==> src/rtl/line_burst_adapter.sv <==
// line_burst_adapter: turns one 256-bit line read/write into a 4-beat 64-bit memory burst
// and returns a single-cycle line response.
module line_burst_adapter (
    input  logic         clk,
    input  logic         rst,
    input  logic         line_read,
    input  logic         line_write,
    input  logic [31:0]  line_address,
    input  logic [255:0] line_wdata,
    output logic         line_resp,
    output logic [255:0] line_rdata,
    output logic         burst_read,
    output logic         burst_write,
    output logic [31:0]  burst_address,
    output logic [63:0]  burst_wdata,
    input  logic [63:0]  burst_rdata,
    input  logic         burst_resp
);
    typedef enum logic [1:0] {IDLE, READ, WRITE, DONE} state_t;
    state_t       state;
    logic [1:0]   beat;
    logic [255:0] write_buf;
    logic [255:0] read_buf;
    assign line_rdata  = read_buf;
    assign burst_wdata = write_buf[{beat, 6'd0} +: 64];
    always_ff @(posedge clk)
        if (!rst) begin
            state         <= IDLE;
            beat          <= '0;
            write_buf     <= '0;
            read_buf      <= '0;
            burst_address <= '0;
            burst_read    <= 1'b0;
            burst_write   <= 1'b0;
            line_resp     <= 1'b0;
        end else
            case (state)
                IDLE:
                    if (line_write || line_read) begin
                        burst_address <= {line_address[31:5], 5'b0};
                        beat          <= '0;
                        state         <= line_write ? WRITE : READ;
                        burst_write   <= line_write;
                        burst_read    <= !line_write;
                        if (line_write) write_buf <= line_wdata;
                    end
                READ, WRITE:
                    if (burst_resp) begin
                        if (state == READ) read_buf[{beat, 6'd0} +: 64] <= burst_rdata;
                        beat <= beat + 2'd1;
                        if (beat == 2'd3) begin
                            state       <= DONE;
                            burst_read  <= 1'b0;
                            burst_write <= 1'b0;
                            line_resp   <= 1'b1;
                        end
                    end
                default: begin
                    line_resp <= 1'b0;
                    state     <= IDLE;
                end
            endcase
endmodule
==> config.mk <==
export PLATFORM = sky130hd
export DESIGN_NAME = line_burst_adapter
export DESIGN_NICKNAME = d
export VERILOG_FILES = /design/src/rtl/line_burst_adapter.sv
export SDC_FILE = /design/constraint.sdc
export NUM_CORES = 1
export LEC_CHECK = 0
export CORE_AREA = 2 2 273 275
export DETAILED_ROUTE_END_ITERATION = 6
export DIE_AREA = 0 0 275 277
export MAX_ROUTING_LAYER = met4
export PLACE_DENSITY = 0.64
export SYNTH_ARGS = -nofsm -noshare
export SYNTH_HDL_FRONTEND = slang
export SYNTH_SLANG_ARGS = --single-unit
==> constraint.sdc <==
create_clock -name clk -period 2.3 [get_ports clk]
set_input_delay 0.345 -clock clk [delete_from_list [all_inputs] [get_ports clk]]
set_output_delay 0.345 -clock clk [all_outputs]
set_load 0.01 [all_outputs]
### Yosys cells after proc, flatten, opt, wreduce, memory -nomap -nowiden

Cells that the tools add are included.

| word-level totals | value |
|---|---|
| bits of input ports | 357 |
| bits in registers | 546 |
| output and inout bits | 355 |
| word-level logic and storage cells | 50 |

| cells by class | value |
|---|---|
| bitwise operators | 1 |
| equal/unequal tests | 6 |
| muxes and demuxes | 18 |
| reduce and logical (&&, ||, !) cells | 12 |
| shift-type cells | 3 |
| add/subtract/negate cells | 2 |

Operators with widths:

| cell | count |
|---|---|
| bitwise mux 256 bit | 1 |
| variable shift 64 x 10 -> 256 bit (first input constant) | 1 |
| indexed part select 256 x 9 -> 64 bit | 1 |
| indexed part select 64 x 10 -> 256 bit | 1 |
| AND reduction 3 bit | 5 |
| two-way mux 2 bit | 6 |
| negation 8 -> 10 bit | 1 |
| case mux 2 bit (2 select lines) | 2 |
| two-way mux 1 bit | 6 |
| inequality test 2 bit (second input constant) | 3 |
| case mux 1 bit (2 select lines) | 3 |
| == test 2 bit (second input constant) | 2 |
| AND reduction 4 bit | 1 |
| adder 2 x 1 -> 2 bit (second input constant) | 1 |
| == test 2 x 1 -> 1 bit (second input constant) | 1 |
| logical NOT 2 bit | 1 |
| AND reduction 2 bit | 1 |
| nonzero test 2 bit | 1 |
| OR reduction 2 bit | 1 |
| logical NOT 1 bit | 1 |
| logical OR 1 bit | 1 |
| NOT 1 bit | 1 |

### Logic depth before layout (Yosys ltp)

| logic depth | value |
|---|---|
| depth in word-level cells | 4 |
| depth in mapped cells | 11 |

### Worst setup path after synthesis

No wires, ideal clock.

| timing path | value |
|---|---|
| path type | register to register |
| start point | reg beat[0] |
| end point | reg read_buf[251], in the netlist line_rdata[251] |
| stages on the path, launching flop included | 12 |
| path buffers | 6 |
| path slack | -225 ps |
| library setup time | 74 ps |
| data required time | 2226 ps |
| arrival time | 2450 ps |
| cells stage by stage | dfxtp_1 > buf_4 > buf_4 > buf_2 > inv_1 > ha_1 > buf_4 > nor3b_4 > nand3b_1 > buf_2 > buf_2 > o21ai_0 |

| on the way | value |
|---|---|
| longest elaborated chain between the ends | 3 |
| elaborated cells on any way between the ends | 4 |
| those cells by class | add/sub (1); shift (2); mux (1) |

Ends and longest elaborated chain:

| element | line | text |
|---|---|---|
| from (decl) | 21 | `logic [1:0] beat;` |
| from (signal assigned) | 50 | `beat <= beat + 2'd1;` |
| negation 8 -> 10 bit (*) | 49 | `if (state == READ) read_buf[{beat, 6'd0} +: 64] <= burst_rdata;` |
| indexed part select 64 x 10 -> 256 bit or variable shift 64 x 10 -> 256 bit (tied branches) | 49 |  |
| bitwise mux 256 bit (*) | 49 |  |
| to (signal, indexed assignment) | 49 |  |
| to (decl) | 23 | `logic [255:0] read_buf;` |

Every way passes the cells marked *; elsewhere a longest branch is shown, timed or not.
A chain may end at the register's enable or synchronous reset.

### Worst setup path in the final report

| timing path | value |
|---|---|
| start point | reg beat[0] |
| end point | out burst_wdata[27] |

| on the way | value |
|---|---|
| longest elaborated chain between the ends | 1 |

Ends and longest elaborated chain:

| element | line | text |
|---|---|---|
| indexed part select 256 x 9 -> 64 bit | 25 | `assign burst_wdata = write_buf[{beat, 6'd0} +: 64];` |
| to (decl) | 15 | `output logic [63:0] burst_wdata,` |

Every way passes these cells.

==> results.py <==
metrics = {
    "status": {
        "status": "complete, but fails checks",
        "violations": "setup timing",
    },
    "drt": {
        "drt_iter0_markers": 964,
        "routed_wl_um": 73900,
        "drc_errors": 0,
        "vias": 18500,
        "wl_per_cell_um": 18.9,
        "dr.pass1.iters": 5,
        "via_per_inst": 4.72,
        "postRouteAntennaNets": 0,
    },
    "sta": {
        "period_share_pct": 106,
        "fmax_mhz": 410,
        "drv_slew": 0,
        "setup_viol": 48,
        "min_period_ps": 2440,
        "worst_pin_slew_ps": 547,
        "final-hold-violation-count": 0,
        "finalClockSkew_ps": 30.5,
        "setup_slack_ps": -138,
        "slew_headroom_pct": 63.5,
        "rsz0062_at_grt": "yes",
        "tns_ps": -3310,
        "timing.hold.ws_ps": 153,
    },
    "global_routing": {
        "overflow": 0,
        "grt_pass1_wl_um": 109000,
        "antenna_found_initial": 5,
        "grt_start_max_net_pins": 117,
        "busiest_layer": "met2",
        "grt.met2_usage_pct": 30.8,
        "use_met3_pct": 5.37,
        "first_global_vias": 18300,
        "gr-usage-met1_pct": 22.2,
        "grt_usage_pct": 19.0,
    },
    "clocking": {
        "cts_tree": "built",
        "clock_path_buffers": 3,
        "cts-hold-fix-buffers": 0,
        "clk_latency_ps": 620,
        "cts_inserted_buffers": 60,
        "htreeDepth": 2,
        "clock-sinks": 546,
        "clockRootBuffer": "clkbuf_16",
        "path_clk_slew_ps": 60,
    },
    "worst_setup_path": {
        "worstPathRequired_ps": 1960,
        "cp_slowest_cell": "mux4_2",
        "path_class": "reg2out",
        "critical_path_cell_count": 5,
        "crit_family": "buffers and inverters",
        "cp-endpoint": "burst_wdata[27]",
        "cp-startpoint": "beat[0]",
        "path_max_fanout": 8,
        "worst-path-buf-inv": 4,
        "timing.rr.start": "beat[0]",
        "slowest_delay_ps": 520,
        "crit_path_frequent_cell": "buf_12",
        "arrival_ps": 2090,
        "reg2regPathDepth": 9,
        "r2r_setup_slack_ps": 100,
        "crit_chain": "buf_12, buf_8, buf_12, mux4_2, buf_6",
        "timing.rr.end": "line_rdata[206]",
        "cp-end-kind": "output pin",
        "critical_path.startpoint_type": "flop",
    },
    "logic_synthesis": {
        "syn_inst": 2251,
        "yosys_warnings": 0,
        "async_flop_share_pct": 0,
        "synth-compound-area-share_pct": 18.7,
        "synth_top_family_by_area": "compound AO/OA/AOI/OAI gates",
        "synth-xor-area-share_pct": 0,
        "synth-simple-area-share_pct": 16.8,
        "synthMuxAreaShare_pct": 7.09,
        "synth-main-ff-cell": "dfxtp_1",
        "syn_area_um2": 20900,
        "yosys.area_share.adder_pct": 0.599,
        "synth.distinct_cells": 37,
        "ys_seq_area_share_pct": 52.3,
        "synth_edf_count": 0,
        "ys_ff_latch": 546,
        "synth_area_per_cell_um2": 9.28,
    },
    "power": {
        "power.total_mw": 28.6,
        "clkPwrFrac_pct": 34.5,
        "swShare_pct": 30.0,
        "p_seq_share_pct": 38.3,
        "internal-power_mw": 20.0,
        "powerDensity_nw_per_um2": 909,
        "power.switching_mw": 8.59,
        "p_leak_nw": 11.3,
        "power_frac_comb_pct": 27.2,
        "vdd_drop_max_uv": 724,
    },
    "cells_and_area": {
        "final_area_um2": 31400,
        "fillCellCount": 7167,
        "layout.nets": 3259,
        "instances_no_fill": 3916,
        "area_growth_pct": 50.5,
        "final_core_util_pct": 42.7,
        "drive_gt1_share_pct": 11.0,
    },
    "die": {
        "rows": 100,
        "die_h_um": 277,
        "die-area_um2": 76200,
        "ios": 712,
        "start_util_pct": 28.4,
        "core_um2": 73600,
        "die_x_um": 275,
    },
    "placement": {
        "place_ws_ps": 19.3,
        "placed_area_um2": 29200,
        "port_buffers": 701,
        "routabilityCongestion": 0.834,
        "hpwl_um": 51200,
        "place_inst": 3785,
    },
    "job": {
        "maxCapViolCount": 0,
    },
    "min_path": {
        "hold_path_class": "in2reg",
    },
}
==> metal layers <==
metal  wire [um]  part of all wire [%]
met5           0                     0
met4        2540                   3.4
met3        5770                   7.8
met2       35100                    48
met1       30500                    41
==> cell usage after synthesis, types with 6 or more instances <==
master	instances	share of area, %
a32o_1	64	3.1
buf_2	47	1.1
mux4_2	64	6.9
o21ai_0	115	2.8
buf_1	7	0.13
buf_4	11	0.40
ha_1	10	0.60
nand3_1	127	3.0
o21ai_1	7	0.17
nand2_1	713	13
a21boi_0	294	11
dfxtp_1	546	52
clkbuf_1	135	2.4
o22ai_1	64	1.9
buf_6	6	0.32
==> flip-flops by register name (all words and copies together) (netlist names) <==
register	cells
state	2
line_rdata	256
burst_address	27
beat	2
burst_write	1
write_buf	256
line_resp	1
burst_read	1
==> cell type report <==
type	instances	area, um^2	area share [%]
Antenna cell	4	10.0	0.0318
Clock buffer	92	1840	5.87
Clock inverter	21	210	0.669
Inverter	5	18.8	0.0597
Multi-Input combinational cell	1498	9080	28.9
Sequential cell	546	10900	34.8
Tap cell	969	1210	3.86
Timing Repair Buffer	781	8120	25.8
==> layout by cell type, fill, tap and decap left out, drive strengths merged, types with 13 or more instances in the layout <==
cell type	netlist	routed
a32o	64	64
buf	71	145
o21ai	122	122
clkinv	0	13
dfxtp	546	546
o22ai	64	64
nand3	128	128
mux4	64	64
clkdlybuf4s50	0	636
clkbuf	135	92
nand2	713	713
a21boi	294	294
==> power groups by stage <==
| stage | Sequential [mW] | Clock, mW | Combinational [mW] |
|---|---|---|---|
| final | 11.0 | 9.87 | 7.77 |
| after floorplan | 11.1 | 0 | 4.05 |
| after global placement | 11.1 | 0 | 7.51 |
| after CTS | 11.0 | 10.1 | 7.81 |
| after detailed placement | 11.2 | 0 | 7.56 |
| after global routing | 11.1 | 10.5 | 8.51 |
==> cells by family after synthesis <==
family	count (synthesis)
other	1
muxes	68
DFF	546
adders and majority gates	10
buffers and inverters	211
and+or+nand+nor	866
AOI/OAI and AO/OA	549
==> how the worst min path moves through the flow <==
stage                    start              end  slack (ps)  cells after the start
6_report                   rst  line_rdata[156]         150                      3
5_1_grt                    rst  line_rdata[163]         150                      3
4_1_cts                    rst  line_rdata[156]         120                      3
3_5_place_dp   line_rdata[253]  line_rdata[253]         450                      2
3_3_place_gp   line_rdata[252]  line_rdata[252]         450                      2
2_1_floorplan   write_buf[128]   write_buf[128]         440                      2
==> worst register-to-register path, cell delays in order (launching register included) <==
cell and delay [ps]:
dfxtp_4 360, buf_4 140, buf_12 130, buf_4 140, buf_4 160, ha_1 220
and3_1 250, nand3b_1 160, buf_12 280, o21ai_0 220
==> what timing repair did <==
action                                  4_1_cts  5_1_grt
setup buffers                                10        6
pin swaps                                     0        1
endpoints found under the setup margin       65      164
cloned                                        3        0
resized for setup                           316       26
(Power assumes the default switching activity.)
